<file path="src/rtl/mult_share_pkg.sv">
// Shared types and helpers for the multiplier-sharing controller.
package mult_share_pkg;

  typedef enum logic [1:0] {
    IDLE  = 2'd0,
    ISSUE = 2'd1,
    WAIT  = 2'd2,
    RESP  = 2'd3
  } state_t;

  // Worst-case serial multiply plus margin.
  function automatic int default_timeout(input int n);
    return 4 * n + 8;
  endfunction

  function automatic int slice_lo(input int idx, input int w);
    return idx * w;
  endfunction

endpackage

</file>
<file path="src/rtl/mult_share_ctrl_rr_arb.sv">
// Combinational round-robin arbiter: first requester after ptr wins.
module rr_arb #(
  parameter int NREQ = 4,
  parameter int IDW  = $clog2(NREQ)
) (
  input  logic [NREQ-1:0] req,
  input  logic [IDW-1:0]  ptr,
  output logic [NREQ-1:0] grant,
  output logic [IDW-1:0]  grant_idx,
  output logic            any_valid
);

  always_comb begin
    logic [IDW-1:0] sel;
    sel       = '0;
    grant     = '0;
    grant_idx = '0;
    any_valid = 1'b0;
    for (int k = 1; k <= NREQ; k++) begin
      sel = IDW'((int'(ptr) + k) % NREQ);
      if (!any_valid && req[sel]) begin
        any_valid  = 1'b1;
        grant_idx  = sel;
        grant[sel] = 1'b1;
      end
    end
  end

endmodule

</file>
<file path="src/rtl/mult_share_ctrl.sv">
// Shares one serial multiplier among NREQ requesters with a tagged response
// channel and a watchdog that aborts and clears a stuck multiply.
//
// state | meaning
// IDLE  | arbitrate, accept one operand pair
// ISSUE | one-cycle start pulse to the multiplier
// WAIT  | wait for mul_end or watchdog expiry
// RESP  | hold response until rsp_ready
module mult_share_ctrl
  import mult_share_pkg::*;
#(
  parameter int N       = 32,
  parameter int NREQ    = 4,
  parameter int TIMEOUT = default_timeout(N),
  localparam int IDW    = $clog2(NREQ)
) (
  input  logic              clock,
  input  logic              reset,
  input  logic [NREQ-1:0]   req_valid,
  output logic [NREQ-1:0]   req_ready,
  input  logic [NREQ*N-1:0] req_a,
  input  logic [NREQ*N-1:0] req_b,
  output logic              rsp_valid,
  input  logic              rsp_ready,
  output logic [IDW-1:0]    rsp_id,
  output logic [2*N-1:0]    rsp_prod,
  output logic              rsp_err,
  output logic              mul_start,
  output logic [N-1:0]      mul_a,
  output logic [N-1:0]      mul_b,
  output logic              mul_clear,
  input  logic              mul_end,
  input  logic [2*N-1:0]    mul_prod
);

  localparam int CW = $clog2(TIMEOUT + 1);

  if (NREQ < 2 || NREQ > 16) begin : g_bad_nreq
    $error("mult_share_ctrl: NREQ must be in 2..16");
  end

  state_t          state, state_nxt;
  logic [IDW-1:0]  ptr, id_q;
  logic [N-1:0]    a_q, b_q;
  logic [2*N-1:0]  prod_q;
  logic            err_q;
  logic [CW-1:0]   cnt;

  logic [NREQ-1:0] grant;
  logic [IDW-1:0]  grant_idx;
  logic            any_valid;
  logic [N-1:0]    a_arr [NREQ];
  logic [N-1:0]    b_arr [NREQ];
  logic [N-1:0]    sel_a, sel_b;
  logic            zero_op, timeout_hit;

  for (genvar i = 0; i < NREQ; i++) begin : g_unpack
    assign a_arr[i] = req_a[slice_lo(i, N) +: N];
    assign b_arr[i] = req_b[slice_lo(i, N) +: N];
  end

  rr_arb #(.NREQ(NREQ), .IDW(IDW)) u_arb (
    .req       (req_valid),
    .ptr       (ptr),
    .grant     (grant),
    .grant_idx (grant_idx),
    .any_valid (any_valid)
  );

  assign sel_a       = a_arr[grant_idx];
  assign sel_b       = b_arr[grant_idx];
  assign zero_op     = (sel_a == '0) || (sel_b == '0);
  assign timeout_hit = (cnt == CW'(TIMEOUT - 1));

  assign mul_a    = a_q;
  assign mul_b    = b_q;
  assign rsp_id   = id_q;
  assign rsp_prod = prod_q;
  assign rsp_err  = err_q;

  always_ff @(posedge clock or posedge reset) begin
    if (reset) state <= IDLE;
    else       state <= state_nxt;
  end

  always_comb begin
    state_nxt = state;
    case (state)
      IDLE:    if (any_valid) state_nxt = zero_op ? RESP : ISSUE;
      ISSUE:   state_nxt = WAIT;
      WAIT:    if (mul_end || timeout_hit) state_nxt = RESP;
      RESP:    if (rsp_ready) state_nxt = IDLE;
      default: state_nxt = IDLE;
    endcase
  end

  // req_ready is gated by reset so every output reads 0 while reset is held.
  always_comb begin
    req_ready = '0;
    mul_start = 1'b0;
    mul_clear = 1'b0;
    rsp_valid = 1'b0;
    case (state)
      IDLE:    if (!reset) req_ready = grant;
      ISSUE:   mul_start = 1'b1;
      WAIT:    mul_clear = timeout_hit && !mul_end;
      RESP:    rsp_valid = 1'b1;
      default: ;
    endcase
  end

  always_ff @(posedge clock or posedge reset) begin
    if (reset) begin
      ptr    <= IDW'(NREQ - 1);
      id_q   <= '0;
      a_q    <= '0;
      b_q    <= '0;
      prod_q <= '0;
      err_q  <= 1'b0;
      cnt    <= '0;
    end else begin
      case (state)
        IDLE: if (any_valid) begin
          id_q   <= grant_idx;
          ptr    <= grant_idx;
          prod_q <= '0;
          err_q  <= 1'b0;
          // Zero operands bypass the multiplier, so leave its inputs alone.
          if (!zero_op) begin
            a_q <= sel_a;
            b_q <= sel_b;
          end
        end
        ISSUE: cnt <= '0;
        WAIT: begin
          if (cnt != CW'(TIMEOUT)) cnt <= cnt + CW'(1);
          if (mul_end) begin
            prod_q <= mul_prod;
            err_q  <= 1'b0;
          end else if (timeout_hit) begin
            prod_q <= '0;
            err_q  <= 1'b1;
          end
        end
        default: ;
      endcase
    end
  end

endmodule

</file>
<file path="config.mk">
export PLATFORM = sky130hd
export DESIGN_NAME = mult_share_ctrl
export DESIGN_NICKNAME = d
export VERILOG_FILES = /design/src/rtl/mult_share_pkg.sv /design/src/rtl/mult_share_ctrl_rr_arb.sv /design/src/rtl/mult_share_ctrl.sv
export SDC_FILE = /design/constraint.sdc
export NUM_CORES = 1
export LEC_CHECK = 0
export CORE_AREA = 2 2 183 185
export DETAILED_ROUTE_END_ITERATION = 8
export DIE_AREA = 0 0 185 187
export SKIP_CTS_REPAIR_TIMING = 1
export SLEW_MARGIN = 10
export SYNTH_ARGS = -nofsm -noshare
export SYNTH_HDL_FRONTEND = slang
export SYNTH_SLANG_ARGS = --single-unit
export TNS_END_PERCENT = 30
</file>
<file path="constraint.sdc">
create_clock -name clock -period 11.8 [get_ports clock]
set_clock_uncertainty 0.05 [all_clocks]
set_input_delay 1.77 -clock clock [delete_from_list [all_inputs] [get_ports clock]]
set_output_delay 1.77 -clock clock [all_outputs]
set_load 0.01 [all_outputs]
</file>
==> metrics, run 1 <==
status=complete, no violations; GRT overflow=0; TritonCTS Buffers=17; die width=185 µm; Core Area=32860 µm²; Post-Syn Area=10350 µm²; routed len/inst=23.06 µm; Synth Area in XOR/XNOR=0.005075; Initial DRC Count=857; Synth Instances=1258; most instantiated library cell after synthesis=nand2_1; Area growth syn-to-layout=52.94%; residual DRC count=0; crit path cell chain=clkdlybuf4s50_1 > mux4_2 > a211oi_2 > a21oi_4 > nand2_4 > buf_4 > mux2i_1 > o2111ai_1 > nor4_1 > o2111ai_1 > nand3b_1 > nand3b_1 > buf_4 > mux2_2; most area-consuming cells after synthesis=dfrtp_1 (34%), nand2_1 (11%), mux2i_1 (7.4%); Synth Area in Adders=0.01692; register area share after synthesis=0.3458; pwr/cell area=301.8 nW/µm²; largest family of logic cells by synthesized area=compound AO/OA/AOI/OAI gates; DP Cell Count=2088; mux cell area share after synthesis=0.1625; port bufs=465; Mean Syn Cell Area=8.231 µm²; Simple-Gate Fraction of Synth Area=0.2057; Total Power=4.780 mW; CP Launch Type=input pin; most common library cells after synthesis=nand2_1 (298), dfrtp_1 (141), o21ai_0 (112); Hold EP=rsp_prod[27]$_DFFE_PP0P_; CP max FO=50; crit path kind=in2reg; dpl cell area=15230 µm²; Vias=11499; Total GRT Usage=0.2771; layout cells sized above 1=0.06160; final worst-path cycle share=0.6764; Yosys reg bits=143; Final Max Slew Viols=0; hold path start=rsp_prod[27]$_DFFE_PP0P_; clk slew on worst S/H paths=0.07 ns; Max IR drop VDD=178.9 µV; Critical Path AT=8.26 ns; Final min period=7.982 ns; Via density=5.409; CP top delay family=buffers and inverters; Slew HR=0.2857; count of final setup violators=0; WHS Path Cells=2; GP Congestion=0.9598; clk_lat worst skew=0.44 ns; number of synthesized flops with an enable pin=0; Final nets=2001; Synth Area in Compound Gates=0.2078; final instance area=15840 µm²; synth warn=0; antenna violations before repair=6; WP data required=12.08 ns; vias in the first global route=11474; share of the synthesized area in the top cell type=0.3407; Initial Util=0.3151; drt first pass iters=5; Worst setup EP type=flip-flop; leak pwr=6.413 nW; first-pass GRT wire length=71410 µm; path depth of the worst reg2reg path=16; largest net degree at the start of global routing=131; Hold Violations, Final=0; Async SR Flop Fraction=1.000; WP buf/inv=3; CTS tree=built; Slew @ Worst Pin=1.071 ns; reg2reg setup slack=4.12 ns; floorplan row count=67; Yosys top cell by area=dfrtp_1; Post-Route WL=49020 µm; root buffer cell=clkbuf_16; TritonCTS Sinks=143; reg-to-reg critical path endpoint=mul_b[20]$_DFFE_PP0P_; fmax=125.3 MHz; synth unique cells=76; clock buffer depth=2; Die Ht=187 µm; I/O pins=466; Syn Nets=1600; critical path's slowest cell=a211oi_2; Setup TNS Final=0 ns; dpl hpwl=37630 µm; Min Hold Slack=0.4291 ns; H-Tree Depth=4; Synth Flop Type=dfrtp_1; final cell count without fillers=2126; RSZ-0062 raised after global routing=no; Max Cap Viol=0; HP Class=reg2reg; CP max stage delay=0.87 ns; Critical R2R Launch=ptr[0]$_DFFE_PP1P_; Final ANT Viol Nets=0; die area=34600 µm²
-- routing by layer --
| metal | global-route usage | wire length, µm | part of all wire |
|---|---|---|---|
| met3 | 0.08509 | 4590 | 0.094 |
| met4 | 0.1401 | 2356 | 0.048 |
| met2 | 0.4708 | 23550 | 0.48 |
| met5 | 0 | 17 | 0.00035 |
| met1 | 0.3121 | 18500 | 0.38 |
-- kinds of logic after synthesis --
group,Yosys count
XOR/XNOR,6
flip-flops,143
multiplexers,154
AND/OR/NAND/NOR,489
AO/OA/AOI/OAI,332
buffers and inverters,120
adder cells (fa/ha/maj),14
-- tightest hold or removal path, cell delays in order (launching register included) --
cell and delay, ns:
dfrtp_1 0.34, nand2_1 0.04, o21ai_0 0.06
-- metrics by stage --
stage	setup WS [ns]	util
floorplan	4.440	-
global placement	3.604	0.4635
detailed placement	3.437	0.4635
CTS	3.884	0.4815
global route	3.395	0.4818
finish	3.818	0.4819
-- flip-flops by register name, indices dropped and copies added, names as in the netlist --
signal,flops
ptr,2
mul_a,32
state,2
mul_b,32
rsp_err,1
rsp_id,2
rsp_prod,64
cnt,8
-- power breakdown --
group          total (mW)  internal [mW]  switching [mW]
clock network       0.562          0.302           0.260
registers           0.883          0.711           0.172
logic                3.33           1.35            1.99
-- layout by cell type, fill, tap and decap left out, types with 4 or more instances in the layout --
master           synthesis  final
o32ai_1                  4      4
a21boi_0                 4      4
buf_4                    5     17
and3_1                  16     16
nor2_1                  56     56
o22ai_1                 18     18
a22oi_1                  6      6
o211a_1                  4      4
mux4_2                   4      4
o221ai_1                 6      6
diode_2                  0      6
mux2_2                  20     20
o31ai_1                 19     19
nor4_1                  13     13
a211o_1                  9      9
o21ai_0                112    111
nand2_1                298    298
a311oi_1                 4      4
clkbuf_16                0     17
inv_6                    0     10
ha_1                    14     14
dfrtp_1                141    141
nor3_1                  32     32
nand4_1                  7      7
a21oi_1                 61     61
clkdlybuf4s50_1          0    465
a21o_1                   6      6
a211oi_1                 5      5
mux2i_1                 77     77
a221o_1                  9      9
or2_2                    4      4
a221oi_1                 8      8
inv_1                   18     17
mux2_1                  53     53
a31oi_1                 22     22
or3_1                   13     13
nand3_1                 27     27
-- worst max path at each step --
stage | depth (start not counted) | end | slack [ns] | start
floorplan | 3 | req_ready[0] | 4.44 | reset
global placement | 14 | mul_b[21]$_DFFE_PP0P_ | 3.60 | req_valid[3]
detailed placement | 14 | mul_b[20]$_DFFE_PP0P_ | 3.44 | req_valid[3]
CTS | 14 | mul_b[20]$_DFFE_PP0P_ | 3.88 | req_valid[3]
global route | 14 | mul_b[19]$_DFFE_PP0P_ | 3.39 | req_valid[1]
finish | 14 | mul_b[20]$_DFFE_PP0P_ | 3.82 | req_valid[3]
-- layout make-up --
cell class,instances,area (µm²)
Tap cell,448,560.5
Fill cell,3187,17030
Clock buffer,17,425.4
Sequential cell,143,3585
Timing Repair Buffer,482,4782
Inverter,20,80.08
Antenna cell,6,15.01
Clock inverter,15,163.9
Multi-Input combinational cell,995,6225
(Power assumes the default switching activity.)
==> run 2, diff against run 1 <==
--- a/config.mk
+++ b/config.mk
@@ -5,9 +5,10 @@
 export SDC_FILE = /design/constraint.sdc
 export NUM_CORES = 1
 export LEC_CHECK = 0
-export CORE_AREA = 2 2 183 185
+export CORE_AREA = 2 2 182 184
 export DETAILED_ROUTE_END_ITERATION = 8
-export DIE_AREA = 0 0 185 187
+export DIE_AREA = 0 0 184 186
+export PLACE_DENSITY = 0.67
 export SKIP_CTS_REPAIR_TIMING = 1
 export SLEW_MARGIN = 10
 export SYNTH_ARGS = -nofsm -noshare
==> constraint.sdc (replaced) <==
create_clock -name clock -period 6.8 [get_ports clock]
set_clock_uncertainty 0.05 [all_clocks]
set_input_delay 1.02 -clock clock [delete_from_list [all_inputs] [get_ports clock]]
set_output_delay 1.02 -clock clock [all_outputs]
set_load 0.01 [all_outputs]
==> run 2 against run 1 <==
Utilization rose by 1.0 points; sequential share of layout area about the same; total power is 75% higher; critical path type is now reg2reg; worst hold slack worse by 0.0020 ns; largest power group unchanged; worst setup slack worse by 3.2 ns; first-iteration DRC count is 11% higher.
==> metrics, run 2 (synthesis gave the netlist of run 1 again) <==
cell-internal power=4.142 mW; clk slew on worst S/H paths=0.07 ns; WP buf/inv=2; Vias=11682; layout cells sized above 1=0.06611; leak pwr=6.438 nW; Final nets=2008; Initial Util=0.3215; root buffer cell=clkbuf_16; commonest non-fill, non-tap cell in the layout=clkdlybuf4s50_1; WP data required=7.05 ns; clk_lat worst skew=0.42 ns; Area growth syn-to-layout=53.01%; Worst setup EP type=flip-flop; die width=184 µm; pwr/cell area=529.3 nW/µm²; status=complete, no violations; TritonCTS Buffers=17; Critical Path AT=6.45 ns; GP Congestion=0.9904; floorplan row count=66; Via density=5.576; Max IR drop VDD=303.9 µV; CP max stage delay=0.92 ns; CP Launch Type=flip-flop; HP Class=reg2reg; Final Max Slew Viols=0; Post-Route WL=49390 µm; final worst-path cycle share=0.9124; CP max FO=35; critical path's slowest cell=a2111oi_0; Comb power frac=0.711; Setup TNS Final=0 ns; CTS tree=built; fmax=161.2 MHz; I/O pins=466; first-pass GRT wire length=71040 µm; antenna violations before repair=7; drt first pass iters=9; residual DRC count=0; Sw Share=0.5061; most frequent cells in the layout=clkdlybuf4s50_1 (465), nand2_1 (298), dfrtp_1 (141); clock buffer depth=2; Slew HR=0.2779; GRT overflow=0; Final ANT Viol Nets=0; die area=34220 µm²; clock share of power=0.112; RSZ-0062 raised after global routing=no; Hold Violations, Final=0; Core Area=32210 µm²; Total GRT Usage=0.2807; largest net degree at the start of global routing=131; vias in the first global route=11671; Slew @ Worst Pin=1.056 ns; number of flip-flops in the largest register=64; Final min period=6.204 ns; TritonCTS Sinks=143; Sw Pwr=4.244 mW; routed len/inst=23.57 µm; crit path kind=reg2reg; Initial DRC Count=951; dpl hpwl=38570 µm; Die Ht=186 µm; H-Tree Depth=4; CP top delay family=multiplexers; Seq pwr share=0.177; port bufs=465; Max Cap Viol=0; count of final setup violators=0; crit path cell chain=inv_2 > ha_1 > mux2i_1 > mux2_2 > o21ai_2 > nand2_1 > a21oi_1 > a2111oi_0 > and4_1 > o22ai_1 > or4_1 > nand3b_1 > buf_4 > mux2_1; final core occ=0.4920
[run 2: changes by cell type in the layout (fill, tap and decap cells not counted), moves of 2 or more]
cell and delta:
diode_2 +2, buf_12 +2, clkinvlp_4 +2, inv_6 -4, buf_4 +5
[run 2: final timing paths]
| check | start | endpoint | slack (ns) | cells after the start |
|---|---|---|---|---|
| max in group asynchronous | reset | rsp_prod[58]$_DFFE_PP0P_ | 4.26 | 3 |
| max reg2reg | ptr[0]$_DFFE_PP1P_ | mul_a[3]$_DFFE_PP0P_ | 0.60 | 14 |
| min reg2reg | rsp_prod[39]$_DFFE_PP0P_ | rsp_prod[39]$_DFFE_PP0P_ | 0.43 | 2 |
| min in group asynchronous | reset | rsp_prod[16]$_DFFE_PP0P_ | 1.04 | 2 |
| min | rsp_prod[39]$_DFFE_PP0P_ | rsp_prod[39]$_DFFE_PP0P_ | 0.43 | 2 |
| max | ptr[0]$_DFFE_PP1P_ | mul_a[3]$_DFFE_PP0P_ | 0.60 | 14 |
[run 2: cell type report]
| type | count | area, µm² |
|---|---|---|
| tap | 408 | 510.5 |
| sequential | 143 | 3585 |
| timing repair buffer | 489 | 4860 |
| antenna | 8 | 20.02 |
| clock inverter | 14 | 122.6 |
| multi-input combinational | 995 | 6227 |
| inverter | 20 | 80.08 |
| clock buffer | 18 | 439.2 |
| fill | 3096 | 16360 |
[run 2: power by group through the flow]
stage,registers [mW],logic [mW],clock network (mW)
6_report,1.49,5.96,0.938
5_1_grt,1.53,6.40,0.989
4_1_cts,1.49,5.91,0.958
3_5_place_dp,1.50,5.89,0
3_3_place_gp,1.49,5.82,0
2_1_floorplan,1.58,3.60,0
[run 2: metal layers]
layer  GRT usage  vias up  share of wire
li1            -     5363              -
met3     0.07318      132          0.091
met5           0        -              0
met1      0.3086     5488           0.37
met4      0.1805        0          0.062
met2      0.4820      699           0.48
[run 2: tightest hold or removal path: stages, from the launching register on]
cell and delay (ns):
dfrtp_1 0.34, nand2_1 0.04, o21ai_0 0.06
[run 2: through the flow]
step | worst slack [ns] | std cells | power [mW] | hold WS [ns] | area [µm²]
after floorplan | 0.9404 | 1258 | 5.174 | 0.4375 | 10350
after global placement | 0.5602 | 2055 | 7.307 | 0.4102 | 15260
after detailed placement | 0.4135 | 2055 | 7.387 | 0.4192 | 15260
after CTS | 0.6537 | 2087 | 8.353 | 0.4345 | 15820
after global routing | 0.3925 | 2094 | 8.919 | 0.4469 | 15840
final | 0.5960 | 2095 | 8.386 | 0.4270 | 15840
